==> config.mk <==
export PLATFORM = sky130hd
export DESIGN_NAME = multicycle_ctrl
export DESIGN_NICKNAME = d
export VERILOG_FILES = /design/src/rtl/multicycle_ctrl.sv
export SDC_FILE = /design/constraint.sdc
export NUM_CORES = 1
export LEC_CHECK = 0
export BUFFER_PORTS_ARGS = -buffer_cell sky130_fd_sc_hd__buf_2
export CAP_MARGIN = 10
export CORE_UTILIZATION = 33
export CTS_BUF_LIST = sky130_fd_sc_hd__clkbuf_8 sky130_fd_sc_hd__clkbuf_16
export CTS_CLUSTER_DIAMETER = 60
export DETAILED_ROUTE_END_ITERATION = 10
export SYNTH_ARGS = -nofsm -noshare
export SYNTH_HDL_FRONTEND = slang
export SYNTH_SLANG_ARGS = --single-unit
==> constraint.sdc <==
create_clock -name clk -period 2.3 [get_ports clk]
set_input_delay 0.345 -clock clk [delete_from_list [all_inputs] [get_ports clk]]
set_output_delay 0.345 -clock clk [all_outputs]
set_load 0.03 [all_outputs]
==> src/rtl/multicycle_ctrl.sv <==
// multicycle_ctrl: multicycle ARM-subset main FSM, ALU decoder and PC-write logic with MemReady waits and iterative MUL
module multicycle_ctrl #(
  parameter int ALU_W      = 3,
  parameter int MUL_EN     = 1,
  parameter int MUL_CYCLES = 4
) (
  input  logic             clk,
  input  logic             reset,
  input  logic [1:0]       Op,
  input  logic [5:0]       Funct,
  input  logic [3:0]       Rd,
  input  logic             IsMul,
  input  logic             MemReady,
  output logic [1:0]       FlagW,
  output logic             PCS,
  output logic             NextPC,
  output logic             RegW,
  output logic             MemW,
  output logic             IRWrite,
  output logic             AdrSrc,
  output logic [1:0]       ResultSrc,
  output logic [1:0]       ALUSrcA,
  output logic [1:0]       ALUSrcB,
  output logic [1:0]       ImmSrc,
  output logic [1:0]       RegSrc,
  output logic [ALU_W-1:0] ALUControl,
  output logic             MulBusy,
  output logic [3:0]       StateDbg
);
  typedef enum logic [3:0] {
    FETCH, DECODE, MEMADR, MEMREAD, MEMWB, MEMWRITE,
    EXECUTER, EXECUTEI, ALUWB, BRANCH, MULEXEC
  } state_t;
  state_t state, next;
  logic [3:0] cnt;
  logic [3:0] cmd;
  logic [2:0] ctl;
  logic alu_op, branch;
  assign cmd = Funct[4:1];
  always_ff @(posedge clk or negedge reset)
    if (!reset) begin
      state <= FETCH;
      cnt   <= '0;
    end else begin
      state <= next;
      cnt   <= (state == DECODE && next == MULEXEC) ? 4'(MUL_CYCLES - 1) :
               (state == MULEXEC && cnt != 4'd0) ? cnt - 4'd1 : cnt;
    end
  always_comb begin
    next = FETCH;
    case (state)
      FETCH:    next = MemReady ? DECODE : FETCH;
      DECODE:   next = (Op == 2'b01) ? MEMADR :
                       (Op == 2'b00 && IsMul && MUL_EN != 0) ? MULEXEC :
                       (Op == 2'b00 && Funct[5]) ? EXECUTEI :
                       (Op == 2'b00) ? EXECUTER :
                       (Op == 2'b10) ? BRANCH : FETCH;
      MEMADR:   next = Funct[0] ? MEMREAD : MEMWRITE;
      MEMREAD:  next = MemReady ? MEMWB : MEMREAD;
      MEMWRITE: next = MemReady ? FETCH : MEMWRITE;
      EXECUTER: next = ALUWB;
      EXECUTEI: next = ALUWB;
      MULEXEC:  next = (cnt == 4'd0) ? ALUWB : MULEXEC;
      default:  next = FETCH;
    endcase
  end
  // FETCH strobes are gated by reset so nothing fires while reset is held
  always_comb begin
    IRWrite   = 1'b0;
    NextPC    = 1'b0;
    RegW      = 1'b0;
    MemW      = 1'b0;
    AdrSrc    = 1'b0;
    ResultSrc = 2'b00;
    ALUSrcA   = 2'b00;
    ALUSrcB   = 2'b00;
    alu_op    = 1'b0;
    branch    = 1'b0;
    MulBusy   = 1'b0;
    case (state)
      FETCH: begin
        ALUSrcA   = 2'b01;
        ALUSrcB   = 2'b10;
        ResultSrc = 2'b10;
        IRWrite   = MemReady & reset;
        NextPC    = MemReady & reset;
      end
      DECODE: begin
        ALUSrcA   = 2'b01;
        ALUSrcB   = 2'b10;
        ResultSrc = 2'b10;
      end
      MEMADR:   ALUSrcB = 2'b01;
      MEMREAD:  AdrSrc = 1'b1;
      MEMWB: begin
        ResultSrc = 2'b01;
        RegW      = 1'b1;
      end
      MEMWRITE: begin
        AdrSrc = 1'b1;
        MemW   = 1'b1;
      end
      EXECUTER: alu_op = 1'b1;
      EXECUTEI: begin
        ALUSrcB = 2'b01;
        alu_op  = 1'b1;
      end
      MULEXEC: begin
        alu_op  = 1'b1;
        MulBusy = 1'b1;
      end
      ALUWB:    RegW = (cmd != 4'b1010);
      BRANCH: begin
        ALUSrcA   = 2'b10;
        ALUSrcB   = 2'b01;
        ResultSrc = 2'b10;
        branch    = 1'b1;
      end
      default: ;
    endcase
  end
  always_comb begin
    ctl = (state == MULEXEC) ? 3'b101 :
          (cmd == 4'b0010 || cmd == 4'b1010) ? 3'b001 :
          (cmd == 4'b0000) ? 3'b010 :
          (cmd == 4'b1100) ? 3'b011 :
          (cmd == 4'b0001) ? 3'b100 : 3'b000;
    ALUControl = alu_op ? ALU_W'(ctl) : '0;
    FlagW = !alu_op ? 2'b00 :
            (state == MULEXEC) ? {Funct[0], 1'b0} :
            (cmd == 4'b1010) ? 2'b11 :
            {Funct[0], Funct[0] & (cmd == 4'b0100 || cmd == 4'b0010)};
  end
  assign PCS      = (Rd == 4'hF && RegW) || branch;
  assign ImmSrc   = Op;
  assign RegSrc   = {Op == 2'b01, Op == 2'b10};
  assign StateDbg = state;
endmodule
After elaboration in Yosys (flattened, before gate mapping)
Cells that the tools add are included.
{"block": "word_totals", "elab_cells": 77, "output_inout_bits": 26, "regBits": 8, "input_bits": 16}
{"block": "op_classes", "eq_ne": 20, "muxes": 32, "n_addsub": 1, "bitwise_logic": 2, "n_reduce_logical": 20}
{"op": "$eq A4 B4 Y1 const B", "n": 7}
{"op": "$mux W4", "n": 7}
{"op": "$pmux W4 S7", "n": 1}
{"op": "$mux W3", "n": 9}
{"op": "$eq A4 B3 Y1 const B", "n": 5}
{"op": "$eq A4 B2 Y1 const B", "n": 3}
{"op": "$logic_not A4 Y1", "n": 3}
{"op": "$pmux W2 S2", "n": 3}
{"op": "$reduce_or A3 Y1", "n": 3}
{"op": "$eq A4 B1 Y1 const B", "n": 2}
{"op": "$mux W2", "n": 4}
{"op": "$mux W1", "n": 7}
{"op": "$reduce_or A2 Y1", "n": 3}
{"op": "$logic_and A1 B1 Y1", "n": 5}
{"op": "$ne A4 B4 Y1 const B", "n": 1}
{"op": "$reduce_bool A4 Y1", "n": 1}
{"op": "$sub A4 B1 Y4 const B", "n": 1}
{"op": "$logic_or A1 B1 Y1", "n": 3}
{"op": "$and A1 B1 Y1", "n": 2}
{"op": "$eq A2 B1 Y1 const B", "n": 1}
{"op": "$eq A2 B2 Y1 const B", "n": 1}
{"op": "$logic_not A2 Y1", "n": 1}
{"op": "$pmux W1 S2", "n": 1}
{"op": "$reduce_bool A2 Y1", "n": 1}

Depth between registers and ports, before layout
Gate-level depths: netlist of run 1.
{"block": "logic_depth", "ltp_word": 10, "ltp_mapped": 6, "ltp_nobuf": 6}

Worst setup path before layout of run 1
No wires, ideal clock.
{"block": "synth_path", "path_type": "flip-flop to output port", "start": "register state[2], in the netlist StateDbg[2]", "end": "output port ALUControl[1]", "stages_incl_launch_ff": 5, "arrival_time_ps": 2063, "slack_ps": -108, "required_ps": 1955, "cell_sequence": "dfrtp_1 > buf_6 > nand3b_1 > or2_2 > nor4_1"}
{"block": "synth_via", "elab_chain_cells": 4}
{"item": "start, declared", "line": "34", "text": "state_t state, next;"}
{"item": "start signal, assigned", "line": "45", "text": "state <= next;"}
{"item": "$eq A4 B4 Y1 or $eq A4 B3 Y1 (tied branches)", "line": "80, 123"}
{"item": "$reduce_or A3 Y1 (no line)"}
{"item": "$mux W1", "line": "80", "text": "case (state)"}
{"item": "$mux W3 *", "line": "128", "text": "ALUControl = alu_op ? ALU_W'(ctl) : '0;"}
{"item": "end, declared", "line": "26", "text": "output logic [ALU_W-1:0] ALUControl,"}
Every way passes the cells marked *; elsewhere a longest branch is shown, timed or not.

Final worst setup path of run 1
Ends and elaborated chain as after synthesis.

==> results of run 1 <==
[placed cells by master, fill, tap and decap left out, drive strengths merged, types with 2 or more instances in the layout]
cell type  synthesis  layout
mux2i              2       2
nor2               7       7
xnor2              4       4
and2               2       2
nand3              4       4
nand2b             3       3
and3b              2       2
inv                6       6
nor2b              6       6
o21ai             10      10
nor3               4       4
buf                6      43
nand2              4       4
or2                4       4
clkbuf             1       3
nor3b              3       3
nand3b             2       2
a21oi              4       4
or3                2       2
ha                 2       2
dfrtp              8       8
[power groups by stage]
stage | clock [mW] | sequential, mW | combinational (mW)
after floorplan | 0 | 0.310 | 0.620
after global routing | 0.176 | 0.305 | 0.919
after detailed placement | 0 | 0.292 | 0.838
final | 0.167 | 0.292 | 0.837
after CTS | 0.171 | 0.291 | 0.843
after global placement | 0 | 0.288 | 0.837
[critical path, stage by stage (launching register included)]
cell and delay, ns:
dfrtp_1 0.54, nand3b_1 0.18, or2_2 0.35, nor4_2 0.20
buf_2 0.23
[registers in the layout, indices dropped and copies added, names as in the netlist]
register  cells
StateDbg      4
cnt           4
[worst min path at each step]
stage	from	slack (ns)	depth (start not counted)	endpoint
global placement	reset	0.20	1	cnt[3]
floorplan	reset	0.05	0	StateDbg[0]
global route	IsMul	0.37	2	StateDbg[2]
CTS	IsMul	0.35	2	StateDbg[2]
detailed placement	reset	0.20	1	cnt[0]
finish	IsMul	0.34	2	StateDbg[2]
[logic make-up after synthesis]
logic type               synth area share
AO/OA/AOI/OAI                       0.154
multiplexers                       0.0256
XOR/XNOR                           0.0561
AND/OR/NAND/NOR                     0.383
adder cells (fa/ha/maj)            0.0320
buffers and inverters              0.0929
flip-flops                          0.256
[final cells by class]
type / count / share of cell area
Sequential cell: 8 / 0.192
Timing Repair Buffer: 44 / 0.221
Multi-Input combinational cell: 78 / 0.493
Tap cell: 28 / 0.0336
Inverter: 6 / 0.0216
Clock buffer: 3 / 0.0396
[metal layers]
layer / up-vias / part of all wire / wire length (microns) / GRT usage
li1: 422 / - / - / -
met1: 393 / 0.45 / 929 / 0.211
met2: 22 / 0.50 / 1040 / 0.324
met3: 2 / 0.043 / 90 / 0.0242
met4: 0 / 0.0067 / 14 / 0.0417
met5: - / 0 / 0 / 0
==> summary.txt, run 1 <==
STA
  – Final period util: 0.902
  – Setup tns final: 0 ns
  – Setup ws final: 0.226 ns
  – Slew headroom: 0.769
  – Final min period: 2.07 ns
  – Endpoints failing hold: 0
  – Unrepaired setup endpoints after global routing: no
  – Final hold slack: 0.343 ns
  – Max Fclk: 482 MHz
  – Worst-margin pin slew: 0.346 ns
  – # setup viols final: 0
  – Clock skew: 0.00419 ns
  – Slew Viols, Final: 0

Setup path
  – Crit path kind: reg2out
  – Critical path data arrival time: 1.73 ns
  – Required time worst endpoint: 1.96 ns
  – Critical Path Sink: ALUControl[1]
  – Crit path capture type: output port
  – R2R cell count: 6
  – R2R Path End: cnt[3]
  – Crit path from: StateDbg[2]
  – Worst setup SP type: register
  – R2R setup slack: 0.43 ns
  – Max FO, Critical Path: 12
  – R2r startpoint: StateDbg[2]

Global route
  – First-pass GRT wire length: 3430 microns
  – Vias in the first global route: 796
  – Largest net degree at the start of global routing: 13
  – GR Overflow Total: 0
  – Initial antenna violation count: 0
  – Gr usage total: 0.176

Power
  – PD cells: 1240 nW/um^2
  – P_leak: 0.531 nW
  – Combinational power share: 0.646
  – Seq pwr share: 0.225
  – Sw Ratio: 0.525
  – Overall power: 1.30 mW
  – Internal: 616 uW
  – Clock Power Share: 0.129
  – Peak VDD IR: 0.720 mV
  – Sw Pwr: 681 uW

CTS
  – Clk slew on worst S/H paths: 0.04 ns
  – Max clock buf depth: 2
  – Cts repair resizes: 0
  – Clk sink count: 8
  – CTS tree: yes
  – TritonCTS buffer count: 3
  – Setup bufs post-CTS: 0
  – CTS Root Buffer Type: clkbuf_8
  – Skew-Pair Late Insertion Delay: 0.23 ns
  – # H-tree levels: 1
  – Number of hold buffers added after CTS: 1

Synthesis
  – Post-synth top cells: o21ai_0, dfrtp_1, nor2_1, nor2b_1, inv_1
  – Synth area leaders: dfrtp_1, o21ai_0, nor2b_1
  – Mapped Cells: 99
  – Synth warnings: 0
  – Ys flop type: dfrtp_1
  – Net Count, Synth: 117
  – Leading area contributor after synthesis: dfrtp_1
  – Flops & latches, synth: 8
  – Yosys cell types: 41
  – Area share of the largest cell type after synthesis: 0.256
  – Netlist Area Pre-Place: 781 sq um
  – Post-synth ARST share: 1.00
  – Number of synthesized flops with an enable pin: 0
  – Sequential area share after synthesis: 0.256
  – Avg Inst Size Synth: 7.89 sq um
  – Most frequent cell after synthesis: o21ai_0

Floorplan
  – Top-Level Pins: 42
  – Initial core utilization: 0.353
  – Die area: 2560 sq um
  – Cell Rows: 17
  – Core area: 2210 sq um
  – Die span in x: 50.6 microns
  – Die height: 50.6 microns

Place
  – Dpl cells: 163
  – IO Port Bufs: 41
  – Area post-placement: 992 sq um
  – HPWL after DPL: 1660 microns
  – Pre-CTS setup slack: 0.447 ns
  – Placer Congestion: 0.756

Finish
  – # fillers: 221
  – Storage element area: 200 sq um
  – Area occupied by multi-input gates: 514 sq um
  – Synthesis-to-layout area growth: 33.7%
  – Final instance area: 1040 sq um
  – Finished Layout Cells: 167
  – Share of cells above drive strength 1: 0.403
  – Final core area utilization: 0.472
  – Antenna diodes: 0
  – Final #Nets: 159

Routing
  – Pre-antenna DRT Iters: 4
  – Antenna viol nets, final: 0
  – Vias per cell: 5.02
  – 1st-iter DRT viols: 13
  – DRT Wirelength: 2080 microns
  – WL/cell: 12.4 microns
  – Vias: 839
  – Drt drc: 0

Run status
  – Status: complete, no violations

Job
  – Max_cap viols: 0

Hold path
  – Worst Hold Class: in2reg
(Power assumes the default switching activity.)
==> inputs of run 2 (changes only) <==
CORE_ASPECT_RATIO = 0.7   (was unset)
CORE_UTILIZATION = 30   (was 33)
==> summary.txt, run 2 (synthesized netlist as in run 1, its figures left out) <==
Routing
  – Vias: 837 (-0.24%)
  – 1st-iter DRT viols: 12 (-1)
  – Vias per cell: 4.84 (-3.7%)
  – Antenna viol nets, final: 0 (unchanged)
  – WL/cell: 12.1 microns (-2.7%)
  – Drt drc: 0 (unchanged)
  – DRT Wirelength: 2090 microns (+0.82%)
  – Pre-antenna DRT Iters: 4 (unchanged)

CTS
  – Skew-Pair Late Insertion Delay: 0.23 ns (about the same)
  – Clk slew on worst S/H paths: 0.04 ns (about the same)
  – CTS Root Buffer Type: clkbuf_8
  – # H-tree levels: 1 (unchanged)
  – Max clock buf depth: 2 (unchanged)
  – Clk sink count: 8 (unchanged)
  – Setup bufs post-CTS: 0 (unchanged)
  – CTS tree: yes
  – TritonCTS buffer count: 3 (unchanged)

Floorplan
  – Die area: 2810 sq um (+9.7%)
  – Cell Rows: 15 (-2)
  – Top-Level Pins: 42 (unchanged)
  – Die span in x: 63.0 microns (+24%)
  – Die height: 44.7 microns (-12%)
  – Core area: 2460 sq um (+11%)
  – Initial core utilization: 0.318 (-0.0354)

Job
  – Max_cap viols: 0 (unchanged)

STA
  – Setup tns final: 0 ns (unchanged)
  – Final min period: 2.10 ns (+0.0220 ns)
  – Unrepaired setup endpoints after global routing: no
  – Slew headroom: 0.759 (-0.0101)
  – Slew Viols, Final: 0 (unchanged)
  – Max Fclk: 477 MHz (-1.0%)
  – # setup viols final: 0 (unchanged)
  – Final hold slack: 0.374 ns (+0.0308 ns)
  – Clock skew: 0.00473 ns (+0.000533 ns)
  – Worst-margin pin slew: 0.361 ns (+0.0151 ns)
  – Endpoints failing hold: 0 (unchanged)
  – Final period util: 0.911 (+0.00955)

Setup path
  – R2R setup slack: 0.38 ns (-0.05 ns)
  – Crit path kind: reg2out
  – Crit path capture type: output port
  – R2r startpoint: StateDbg[2]
  – R2R cell count: 6 (unchanged)
  – R2R Path End: cnt[3]
  – Worst setup SP type: register
  – Critical path data arrival time: 1.75 ns (+0.02 ns)
  – Crit path from: StateDbg[2]
  – Critical Path Sink: ALUControl[1]
  – Max FO, Critical Path: 12 (unchanged)
  – Worst path max stage delay: 0.55 ns (about the same)
  – Worst path cell trace: nand3b_1 -> or2_2 -> nor4_2 -> buf_2
  – Required time worst endpoint: 1.96 ns (about the same)
  – Slowest CP cell: dfrtp_1

Finish
  – Antenna diodes: 0 (unchanged)
  – Final core area utilization: 0.427 (-0.0442)
  – Area occupied by multi-input gates: 514 sq um (unchanged)
  – Final #Nets: 159 (unchanged)
  – Most common cell after layout, fill and taps aside: buf_2
  – Synthesis-to-layout area growth: 34.6%
  – Storage element area: 200 sq um (unchanged)
  – Share of cells above drive strength 1: 0.403 (unchanged)
  – Most frequent cells in the layout: buf_2, o21ai_0, dfrtp_1, nor2_1, nor2b_1
  – # fillers: 252 (+14%)

Global route
  – GR Overflow Total: 0 (unchanged)
  – Gr usage total: 0.154 (-0.0214)
  – Initial antenna violation count: 0 (unchanged)
  – Largest net degree at the start of global routing: 13 (unchanged)
  – First-pass GRT wire length: 3290 microns (-4.0%)
  – Vias in the first global route: 741 (-6.9%)

Place
  – IO Port Bufs: 41 (unchanged)
  – Placer Congestion: 0.766 (+1.4%)
  – HPWL after DPL: 1680 microns (+1.2%)

Power
  – P_leak: 0.531 nW (unchanged)
  – Peak VDD IR: 0.623 mV (-13%)
  – PD cells: 1240 nW/um^2 (about the same)

Hold path
  – Worst Hold Class: in2reg

Run status
  – Status: complete, no violations
run 2: cell type report:
type | count | area share
well taps | 34 | 0.0405
inverters | 6 | 0.0214
repair buffers | 44 | 0.219
flip-flops and latches | 8 | 0.190
clock buffers | 3 | 0.0393
multi-input cells | 78 | 0.489
run 2: stage by stage:
step	total power, mW	cells	setup WS, ns	instance area (sq um)
floorplan	0.929	99	0.0611	787
global placement	1.12	169	0.448	1000
detailed placement	1.14	169	0.414	1000
CTS	1.32	173	0.211	1050
global route	1.39	173	0.0885	1050
finish	1.31	173	0.205	1050
run 2: how the worst min path moves through the flow:
stage                from     endpoint  slack (ns)  cells past startpoint
floorplan           reset  StateDbg[0]        0.05                      0
global placement    reset       cnt[3]        0.20                      1
detailed placement  reset       cnt[2]        0.21                      1
CTS                 IsMul  StateDbg[2]        0.36                      2
global route        IsMul  StateDbg[2]        0.38                      2
finish              IsMul  StateDbg[2]        0.37                      2
run 2: what timing repair did:
action,in CTS,in global routing
gates resized for setup,0,0
endpoints found under the hold margin,8,0
hold buffers,1,0
run 2: routing by layer:
layer	share of wire	routed length, microns	vias up	track usage
li1	-	-	425	-
met1	0.49	1030	383	0.190
met2	0.45	937	29	0.271
met3	0.060	125	0	0.0309
met4	0	0	0	0.0558
met5	0	0	-	0
run 2: critical path: cells and delay by family, from the launching register on:
kind / cells / cell delay (ns)
buf+inv: 1 / 0.23
simple gates: 3 / 0.74
flops: 1 / 0.55
run 2: power by group:
part	switching (mW)	total [mW]	internal (mW)
sequential	0.0940	0.294	0.200
clock	0.0537	0.167	0.113
combinational	0.543	0.845	0.301
total	0.691	1.31	0.615
==> inputs of run 3 (changes only) <==
ABC_AREA = 1   (was unset)
==> summary.txt, run 3 <==
Synthesis
  – Yosys cell types: 23 (-44%)
  – Mux share of post-synthesis cell area: 0 (-0.0256)
  – Synth area leaders: dfrtp_1, nand2_1, nor2_1
  – Avg Inst Size Synth: 6.13 sq um (-22%)
  – Ys flop type: dfrtp_1
  – Post-synth top cells: nand2_1, nor2_1, inv_1, dfrtp_1, nand3_1
  – Net Count, Synth: 148 (+26%)
  – Simple-gate share of the synthesized area: 0.451 (+0.0675)
  – Sequential area share after synthesis: 0.251 (-0.00523)
  – Mapped Cells: 130 (+31%)
  – Most frequent cell after synthesis: nand2_1
  – Synth warnings: 0 (unchanged)
  – Number of synthesized flops with an enable pin: 0 (unchanged)
  – XOR/XNOR share of the synthesized area: 0 (-0.0561)
  – Leading area contributor after synthesis: dfrtp_1
  – Netlist Area Pre-Place: 797 sq um (+2.1%)
  – Combinational family with the most area after synthesis: simple AND/OR/NAND/NOR gates
  – Post-synth ARST share: 1.00 (unchanged)
  – Post-Synth Adder-Cell Area: 0.0314 (-0.000654)
  – Area share of the largest cell type after synthesis: 0.251 (-0.00523)
  – Post-synthesis compound-gate area fraction: 0.111 (-0.0424)
  – Flops & latches, synth: 8 (unchanged)

STA
  – Setup tns final: 0 ns (unchanged)
  – Max Fclk: 515 MHz (+8.0%)
  – Slew headroom: 0.774 (+0.0143)
  – Worst-margin pin slew: 0.338 ns (-0.0227 ns)
  – Final min period: 1.94 ns (-0.155 ns)
  – Final period util: 0.844 (-0.0676)
  – Slew Viols, Final: 0 (unchanged)
  – Unrepaired setup endpoints after global routing: no
  – Endpoints failing hold: 0 (unchanged)
  – Clock skew: 0.00327 ns (-0.00145 ns)
  – # setup viols final: 0 (unchanged)

Floorplan
  – Initial core utilization: 0.319 (+0.00174)
  – Cell Rows: 15 (unchanged)
  – Core area: 2500 sq um (+1.5%)
  – Die area: 2870 sq um (+2.0%)
  – Die height: 45.1 microns (+1.0%)
  – Top-Level Pins: 42 (unchanged)
  – Die span in x: 63.6 microns (+1.0%)

Power
  – PD cells: 1140 nW/um^2 (-8.3%)
  – Internal: 521 uW (-15%)
  – Sw Ratio: 0.571 (+0.0423)
  – P_leak: 0.622 nW (+17%)
  – Sw Pwr: 694 uW (+0.48%)
  – Clock Power Share: 0.136 (+0.008)
  – Peak VDD IR: 0.492 mV (-21%)
  – Seq pwr share: 0.211 (-0.014)
  – Combinational power share: 0.653 (+0.006)

Finish
  – Final core area utilization: 0.427 (about the same)
  – Storage element area: 200 sq um (unchanged)
  – Area occupied by multi-input gates: 473 sq um (-8.0%)
  – Synthesis-to-layout area growth: 33.8%
  – Most frequent cells in the layout: buf_2, nand2_1, nor2_1, inv_1
  – Final instance area: 1070 sq um (+1.4%)
  – Antenna diodes: 0 (unchanged)
  – Share of cells above drive strength 1: 0.333 (-0.0695)
  – # fillers: 264 (+4.8%)
  – Most common cell after layout, fill and taps aside: buf_2
  – Final #Nets: 191 (+20%)

Hold path
  – Worst Hold Class: in2reg

Global route
  – Vias in the first global route: 774 (+4.5%)
  – Met2 Resource Use GR: 0.232 (-0.0391)
  – Most Crowded Layer GR: met2
  – First-pass GRT wire length: 3460 microns (+5.0%)
  – Largest net degree at the start of global routing: 10 (-3)
  – Met3 global-route usage: 0.0455 (+0.0145)
  – Gr usage total: 0.158 (+0.00334)
  – GR Overflow Total: 0 (unchanged)
  – M1 GR Usage: 0.229 (+0.0390)
  – Initial antenna violation count: 0 (unchanged)

CTS
  – Skew-Pair Late Insertion Delay: 0.23 ns (about the same)
  – # H-tree levels: 1 (unchanged)
  – CTS Root Buffer Type: clkbuf_8
  – CTS tree: yes
  – Clk slew on worst S/H paths: 0.04 ns (about the same)
  – Max clock buf depth: 2 (unchanged)
  – Number of hold buffers added after CTS: 1 (unchanged)
  – Cts repair resizes: 0 (unchanged)
  – TritonCTS buffer count: 3 (unchanged)
  – Clk sink count: 8 (unchanged)
  – Setup bufs post-CTS: 0 (unchanged)

Routing
  – Vias: 927 (+11%)
  – Drt drc: 0 (unchanged)
  – DRT Wirelength: 2100 microns (+0.29%)
  – WL/cell: 10.2 microns (-15%)
  – Pre-antenna DRT Iters: 4 (unchanged)
  – Vias per cell: 4.52 (-6.5%)
  – Antenna viol nets, final: 0 (unchanged)
  – 1st-iter DRT viols: 42 (+30)

Job
  – Max_cap viols: 0 (unchanged)

Setup path
  – Crit path kind: reg2out
  – Worst path cell trace: nor2_2 -> inv_1 -> nor2_1 -> inv_1 -> o211ai_1 -> buf_2
  – Family with the most delay on the worst path: simple AND/OR/NAND/NOR gates
  – Crit path capture type: output port
  – Worst path max stage delay: 0.42 ns (-0.13 ns)
  – Cell mode on critical path: inv_1
  – Critical path data arrival time: 1.60 ns (-0.15 ns)
  – Worst setup SP type: register
  – Buf/Inv on CP: 3 (+2)
  – Max FO, Critical Path: 6 (-6)
  – R2R setup slack: 0.82 ns (+0.44 ns)
  – Slowest CP cell: dfrtp_1
  – Required time worst endpoint: 1.96 ns (about the same)

Place
  – IO Port Bufs: 41 (unchanged)
  – HPWL after DPL: 1770 microns (+5.1%)
  – Placer Congestion: 0.859 (+12%)
  – Area post-placement: 1010 sq um (+1.5%)

Run status
  – Status: complete, no violations
## run 3: cell count changes after synthesis, sizes merged, moves of 4 or more
cell | previous run | this run
nand2 | 4 | 32
nor2 | 7 | 29
inv | 6 | 25
nor2b | 6 | 0
nand3 | 4 | 8
nand4 | 1 | 5
or2 | 4 | 0
xnor2 | 4 | 0
## run 3: worst register-to-register path, delay by kind of cell (launching register included)
kind                       cells  cell delay (ns)
AOI/OAI and AO/OA              1             0.17
adders and majority gates      1             0.19
buffers and inverters          1             0.15
DFF                            1             0.36
and+or+nand+nor                4             0.48
## run 3: cell families (layout without fill, tap and decap cells)
family / after synthesis / after routing
and+or+nand+nor: 76 / 76
DFF: 8 / 8
buffers and inverters: 29 / 70
AOI/OAI and AO/OA: 15 / 15
adders and majority gates: 2 / 2
## run 3: area by class of cell
type / count / share of cell area
clock buffer: 3 / 0.0387
inverter: 25 / 0.0880
multi-input combinational: 93 / 0.444
sequential: 8 / 0.188
tap: 34 / 0.0399
timing repair buffer: 42 / 0.202
## run 3: per-layer routing
metal | share of wire | vias up
met5 | 0 | -
met1 | 0.49 | 386
met2 | 0.41 | 47
li1 | - | 494
met4 | 0 | 0
met3 | 0.093 | 0
## run 3: stage by stage
step                power (mW)  instances  setup WS [ns]  hold slack, ns
floorplan                0.860        130          0.210          0.0494
global route              1.32        205          0.209           0.417
detailed placement        1.05        201          0.619           0.202
CTS                       1.22        205          0.370           0.405
finish                    1.21        205          0.360           0.406
global placement          1.05        201          0.634           0.205
## run 3: power by group through the flow
stage                     Combinational [mW]  Clock (mW)  Sequential, mW
after global placement                 0.790           0           0.258
final                                  0.794       0.165           0.256
after global routing                   0.874       0.178           0.263
after CTS                              0.797       0.170           0.255
after floorplan                        0.557           0           0.303
after detailed placement               0.791           0           0.257
## run 3: final timing paths
kind                                  start     endpoint  cells past startpoint
worst max-delay path            StateDbg[3]   ALUSrcB[0]                      6
worst min-delay path               Funct[0]  StateDbg[2]                      2
worst max register to register       cnt[0]       cnt[1]                      7
worst min register to register       cnt[0]       cnt[0]                      2
max in group asynchronous             reset  StateDbg[2]                      2
min in group asynchronous             reset       cnt[2]                      2
